`src/rtl/demo_round_tracker_if.sv`:
```
// Event/status bundle between the A/B/C/D event source and the round tracker.
// The source drives the event pulses and clear; the tracker drives status.
// expect_idx carries the "next expected phase" field; the plain word expect
// is a reserved SystemVerilog keyword and cannot be used as a signal name.
interface demo_round_tracker_if #(
  parameter int CNT_W = 16,
  parameter int GAP_W = 8
);
  logic             A;
  logic             B;
  logic             C;
  logic             D;
  logic             clear;
  logic [1:0]       expect_idx;
  logic             busy;
  logic             round_done;
  logic [CNT_W-1:0] round_count;
  logic [GAP_W-1:0] gap_len;
  logic             err_order;
  logic             err_multi;
  logic             err_timeout;

  modport master (
    output A, B, C, D, clear,
    input  expect_idx, busy, round_done, round_count, gap_len,
           err_order, err_multi, err_timeout
  );

  modport slave (
    input  A, B, C, D, clear,
    output expect_idx, busy, round_done, round_count, gap_len,
           err_order, err_multi, err_timeout
  );
endinterface

```
`src/rtl/demo_round_tracker.sv`:
```
// Round tracker: locks onto the rotating A->B->C->D->A event sequence,
// counts completed rounds (saturating), records the idle gap before each
// accepted event and latches sticky order / multi-hot / timeout errors.
module demo_round_tracker #(
  parameter int CNT_W   = 16,
  parameter int GAP_W   = 8,
  parameter int MAX_GAP = 200
) (
  input  logic                 clock,
  input  logic                 reset_n,
  demo_round_tracker_if.slave  bus
);

  typedef enum logic [1:0] {
    IDLE = 2'd0,
    RUN  = 2'd1,
    ERR  = 2'd2
  } state_t;

  // Last idle count that is still legal; one more idle cycle times out.
  localparam logic [GAP_W-1:0] GAP_LAST = GAP_W'(MAX_GAP - 1);
  localparam logic [CNT_W-1:0] CNT_MAX  = '1;

  function automatic logic [CNT_W-1:0] sat_inc(input logic [CNT_W-1:0] v);
    return (v == CNT_MAX) ? v : v + 1'b1;
  endfunction

  state_t           state;
  logic [GAP_W-1:0] gap_cnt;
  logic [3:0]       ev_vec;
  logic             ev_any;
  logic             ev_single;
  logic [1:0]       ev_idx;

  assign ev_vec    = {bus.D, bus.C, bus.B, bus.A};
  assign ev_any    = |ev_vec;
  assign ev_single = ev_any && ((ev_vec & (ev_vec - 4'd1)) == 4'd0);

  // Phase index of a one-hot event; only meaningful when ev_single is high.
  always_comb begin
    ev_idx = 2'd0;
    case (ev_vec)
      4'b0010: ev_idx = 2'd1;
      4'b0100: ev_idx = 2'd2;
      4'b1000: ev_idx = 2'd3;
      default: ev_idx = 2'd0;
    endcase
  end

  // Sequence state machine with registered status outputs; clear beats any event.
  always_ff @(posedge clock or negedge reset_n) begin
    if (!reset_n) begin
      state           <= IDLE;
      gap_cnt         <= '0;
      bus.expect_idx  <= 2'd0;
      bus.busy        <= 1'b0;
      bus.round_done  <= 1'b0;
      bus.round_count <= '0;
      bus.gap_len     <= '0;
      bus.err_order   <= 1'b0;
      bus.err_multi   <= 1'b0;
      bus.err_timeout <= 1'b0;
    end else if (bus.clear) begin
      state           <= IDLE;
      gap_cnt         <= '0;
      bus.expect_idx  <= 2'd0;
      bus.busy        <= 1'b0;
      bus.round_done  <= 1'b0;
      bus.round_count <= '0;
      bus.gap_len     <= '0;
      bus.err_order   <= 1'b0;
      bus.err_multi   <= 1'b0;
      bus.err_timeout <= 1'b0;
    end else begin
      bus.round_done <= 1'b0;
      case (state)
        IDLE: begin
          // Only a lone A locks on; everything else is ignored while unlocked.
          if (ev_vec == 4'b0001) begin
            state          <= RUN;
            bus.busy       <= 1'b1;
            bus.expect_idx <= 2'd1;
            gap_cnt        <= '0;
            bus.gap_len    <= '0;
          end
        end
        RUN: begin
          if (!ev_any) begin
            if (gap_cnt == GAP_LAST) begin
              bus.err_timeout <= 1'b1;
              bus.busy        <= 1'b0;
              state           <= ERR;
            end else begin
              gap_cnt <= gap_cnt + 1'b1;
            end
          end else if (!ev_single) begin
            bus.err_multi <= 1'b1;
            bus.busy      <= 1'b0;
            state         <= ERR;
          end else if (ev_idx != bus.expect_idx) begin
            bus.err_order <= 1'b1;
            bus.busy      <= 1'b0;
            state         <= ERR;
          end else begin
            bus.gap_len    <= gap_cnt;
            gap_cnt        <= '0;
            bus.expect_idx <= bus.expect_idx + 2'd1;
            // A closing A finishes one round and opens the next.
            if (ev_idx == 2'd0) begin
              bus.round_done  <= 1'b1;
              bus.round_count <= sat_inc(bus.round_count);
            end
          end
        end
        default: begin
          // ERR: frozen until clear or reset.
        end
      endcase
    end
  end

endmodule

```
`src/flat_wrapper.sv`:
```
// flat-port wrapper written by rule: the top's interface ports become plain ports
module demo_round_tracker_flat 
#(
  parameter int CNT_W   = 16,
  parameter int GAP_W   = 8,
  parameter int MAX_GAP = 200
)
  (clock, reset_n, bus_A, bus_B, bus_C, bus_D, bus_clear, bus_expect_idx, bus_busy, bus_round_done, bus_round_count, bus_gap_len, bus_err_order, bus_err_multi, bus_err_timeout);
  demo_round_tracker_if #(.CNT_W(CNT_W), .GAP_W(GAP_W)) bus_i ();
  input  logic clock;
  input  logic reset_n;
  input wire logic [$bits(bus_i.A)-1:0] bus_A;
  input wire logic [$bits(bus_i.B)-1:0] bus_B;
  input wire logic [$bits(bus_i.C)-1:0] bus_C;
  input wire logic [$bits(bus_i.D)-1:0] bus_D;
  input wire logic [$bits(bus_i.clear)-1:0] bus_clear;
  output wire logic [$bits(bus_i.expect_idx)-1:0] bus_expect_idx;
  output wire logic [$bits(bus_i.busy)-1:0] bus_busy;
  output wire logic [$bits(bus_i.round_done)-1:0] bus_round_done;
  output wire logic [$bits(bus_i.round_count)-1:0] bus_round_count;
  output wire logic [$bits(bus_i.gap_len)-1:0] bus_gap_len;
  output wire logic [$bits(bus_i.err_order)-1:0] bus_err_order;
  output wire logic [$bits(bus_i.err_multi)-1:0] bus_err_multi;
  output wire logic [$bits(bus_i.err_timeout)-1:0] bus_err_timeout;
  assign bus_i.A = bus_A;
  assign bus_i.B = bus_B;
  assign bus_i.C = bus_C;
  assign bus_i.D = bus_D;
  assign bus_i.clear = bus_clear;
  assign bus_expect_idx = bus_i.expect_idx;
  assign bus_busy = bus_i.busy;
  assign bus_round_done = bus_i.round_done;
  assign bus_round_count = bus_i.round_count;
  assign bus_gap_len = bus_i.gap_len;
  assign bus_err_order = bus_i.err_order;
  assign bus_err_multi = bus_i.err_multi;
  assign bus_err_timeout = bus_i.err_timeout;
  demo_round_tracker #(.CNT_W(CNT_W), .GAP_W(GAP_W), .MAX_GAP(MAX_GAP)) u_core (.clock(clock), .reset_n(reset_n), .bus(bus_i));
endmodule
```
`config.mk`:
```
export PLATFORM = sky130hd
export DESIGN_NAME = demo_round_tracker_flat
export DESIGN_NICKNAME = d
export VERILOG_FILES = /design/src/rtl/demo_round_tracker_if.sv /design/src/rtl/demo_round_tracker.sv /design/src/flat_wrapper.sv
export SDC_FILE = /design/constraint.sdc
export NUM_CORES = 1
export LEC_CHECK = 0
export CAP_MARGIN = 15
export CORE_MARGIN = 2
export CORE_UTILIZATION = 48
export DETAILED_ROUTE_END_ITERATION = 8
export GPL_TIMING_DRIVEN = 1
export MAX_ROUTING_LAYER = met4
export PLACE_DENSITY_LB_ADDON = 0.08
export SYNTH_ARGS = -nofsm -noshare
export SYNTH_HDL_FRONTEND = slang
export SYNTH_SLANG_ARGS = --single-unit
```
`constraint.sdc`:
```
create_clock -name clock -period 1.8 [get_ports clock]
set_clock_uncertainty 0.1 [all_clocks]
set_input_delay 0.54 -clock clock [delete_from_list [all_inputs] [get_ports clock]]
set_output_delay 0.54 -clock clock [all_outputs]
set_load 0.02 [all_outputs]
```
==> summary.txt <==
STA
  – Worst hold slack: 83.94 ps
  – Final Max Tran Viols: 0
  – Final min period: 2250 ps
  – Fmax: 0.4444 GHz
  – Max-slew headroom: 66.81%
  – RSZ-0062 raised after global routing: yes
  – Final Worst Setup Slack: -450.1 ps
  – Tcrit/Tclk final: 125.0%
  – Final Hold Viols: 0
  – Worst slew pin tran: 494.1 ps
  – Final setup violation count: 41

Setup path
  – CP Max Fanout: 3
  – Critical-path cell list: ha_1, nand3_1, nor2_1, a31oi_2, nand3_2, or4_4, a21oi_2
  – Launching point of the worst reg2reg path: u_core.bus.round_count[0]
  – Crit Path Class: reg2reg
  – R2R Path End: u_core.bus.round_count[12]
  – Slowest stage delay, CP: 530 ps
  – Startpoint Class: flip-flop
  – CP arrival: 2380 ps
  – Crit path required time: 1930 ps
  – Crit. End Element: flip-flop
  – Worst path slowest cell: or4_4
  – FF-to-FF path depth: 7
  – Reg2Reg Setup Slack: -450 ps

Die
  – Core Area: 0.004723 sq mm
  – I/O pin count: 38
  – Die width: 74.08 microns
  – Initial Util: 49.91%
  – Die Y: 74.08 microns
  – Rows: 25
  – Die Area: 0.005488 sq mm

Routing
  – Routed Wire Length: 9.613 mm
  – Via count: 2790
  – Drt wl/cell: 21.04 microns
  – Final ANT Viol Nets: 0
  – Post-DR vias/cell: 6.105
  – Detailed-route DRC error count: 0
  – DR iter-0 viols: 200
  – Drt pass-1 iters: 5

Final layout
  – Multi-input gate area: 0.001722 sq mm
  – Register area: 0.001005 sq mm
  – Design area: 0.004155 sq mm
  – Util after Layout: 87.97%
  – Area growth, synth to finish: 76.27%
  – Ant diodes: 0
  – Share of cells above drive strength 1: 52.82%
  – Post-layout nets: 398
  – Most frequent cells in the layout: buf_4 (71), dfrtp_1 (37), buf_6 (26)
  – Fill cells: 225
  – Commonest non-fill, non-tap cell in the layout: buf_4

Yosys
  – Compound-Gate Fraction of Synth Area: 21.92%
  – Cell taking the most area after synthesis: dfrtp_1
  – Synth Area in XOR/XNOR: 0.7431%
  – Largest family of logic cells by synthesized area: simple AND/OR/NAND/NOR gates
  – Synth top area share: 42.46%
  – Fraction of registers with async set/reset: 100.0%
  – Sequential share of the synthesized area: 42.46%
  – Post-synth cell types: 54
  – EDFF count, synth: 0
  – Post-synthesis mux area share: 4.140%
  – Synth Area in Adders: 1.062%
  – Syn_area_per_cell: 9.137 sq um
  – Cell Area, Synth: 0.002357 sq mm
  – Primary FF master, synth: dfrtp_1
  – Synth Area in Simple Gates: 25.27%
  – Ys Warns: 0
  – Ranking of synthesized cells by area: dfrtp_1 (42%), nand2_1 (4.0%), nor2_1 (3.8%)
  – #FFs+latches synth: 40
  – Mapped Nets: 267
  – Post-Syn Instances: 258

Pwr
  – Leakage: 1.899 nW
  – Pwr Total: 2.257 mW
  – Maximum vdd ir drop: 0.0006356 V
  – PD cells: 543.2 mW/mm^2

Global route
  – First-pass GRT wire length: 12.88 mm
  – Largest net degree at the start of global routing: 41
  – GRT Util Overall: 31.79%
  – GR Overflow Total: 0
  – Initial antenna violation count: 0
  – Vias in the first global route: 2630

CTS
  – Clock slew at reported path FFs: 90 ps
  – CTS H-tree lvls: 2
  – CTS Hold Bufs: 0
  – Worst skew pair latency: 310 ps
  – Num CTS Buffers: 5
  – Clk sinks: 40
  – Root buffer cell: clkbuf_8
  – CTS tree: built
  – Clock buffer depth: 2

Flow run
  – Maxcap violations: 0

Placement
  – Dpl ws: -1076 ps
  – DP Wirelength: 4.368 mm
  – Port Buffer Count: 37
  – Placed instance area: 0.003357 sq mm
  – Global placer's final weighted congestion: 0.9177

Run status
  – Run status: complete, but fails checks
  – Violated checks: setup timing

Hold path
  – Min-Delay Path Class: in2async
## routing by layer
layer | vias to the layer above | share of wire (%) | track usage [%]
li1 | 1216 | - | -
met1 | 1368 | 39 | 38.58
met2 | 164 | 50 | 52.18
met3 | 42 | 6.8 | 5.691
met4 | 0 | 3.9 | 13.33
met5 | - | 0 | -
## where the power goes
| group | total, mW | internal, mW | switching (mW) |
|---|---|---|---|
| registers | 0.915 | 0.905 | 0.00982 |
| logic | 0.484 | 0.232 | 0.252 |
| clock network | 0.858 | 0.490 | 0.368 |
| total | 2.26 | 1.63 | 0.630 |
## worst max path at each step
stage | startpoint | endpoint | cells after the start
global route | u_core.bus.round_count[0] | u_core.bus.round_count[12] | 7
finish | u_core.bus.round_count[0] | u_core.bus.round_count[12] | 7
floorplan | bus_C | u_core.gap_cnt[2] | 5
CTS | bus_B | u_core.bus.gap_len[5] | 7
global placement | bus_B | u_core.bus.round_count[12] | 9
detailed placement | bus_B | u_core.bus.round_count[12] | 9
## state kept, by name (all words and copies together), names as in the netlist
| register | cells |
|---|---|
| u_core.bus.err_multi | 1 |
| u_core.bus.err_order | 1 |
| u_core.bus.err_timeout | 1 |
| u_core.bus.expect_idx | 2 |
| u_core.bus.gap_len | 8 |
| u_core.bus.round_count | 16 |
| u_core.bus.round_done | 1 |
| u_core.gap_cnt | 8 |
| u_core.state | 2 |
## Yosys cell counts (all sizes together) (2+ instances only)
library cell and instances:
mux2i 3, o21ai 18, inv 6, nor2b 6, clkbuf 5, nor2 26
o2111ai 2, and2b 2, and3b 2, nor3 7, or3 6, buf 9
a211oi 3, nand4 6, a22o 8, nand2 25, mux2 6, or4 4
or2 4, o21bai 3, a31oi 4, a21oi 16, o31ai 6, dfrtp 40
ha 2, nand3 13, o41ai 5, nand2b 2, and2 4, nor3b 2
## per-stage QoR
stage / TNS (ps) / cells
after floorplan: -6090 / 258
after global placement: -36640 / 418
after detailed placement: -37470 / 418
after CTS: -9649 / 452
after global routing: -12880 / 457
final: -11220 / 457
## repair_timing
action	4_1_cts	5_1_grt
gates resized for setup	137	55
buffers inserted	26	8
gates cloned	2	0
pin swaps	30	35
endpoints found under the setup margin	71	51
## critical path, delay by kind of cell, from the launching register on
family | cells | cell delay [ps]
flip-flops | 1 | 420
adder cells (fa/ha/maj) | 1 | 250
AND/OR/NAND/NOR | 4 | 970
AO/OA/AOI/OAI | 2 | 430
## cell type report
cell class	count	area share [%]
clock inverter	1	0.7227
clock buffer	7	2.319
tap	67	2.017
timing repair buffer	137	28.70
inverter	6	0.6323
multi-input combinational	199	41.43
sequential	40	24.18
## logic make-up (layout without fill, tap and decap cells)
| logic type | after synthesis | count (layout) |
|---|---|---|
| AOI/OAI and AO/OA | 72 | 72 |
| xor gates and xnor gates | 2 | 2 |
| adders and majority gates | 2 | 2 |
| buffers and inverters | 20 | 151 |
| DFF | 40 | 40 |
| muxes | 9 | 9 |
| and+or+nand+nor | 113 | 114 |
Note: power is estimated with default switching activity, not from simulation.
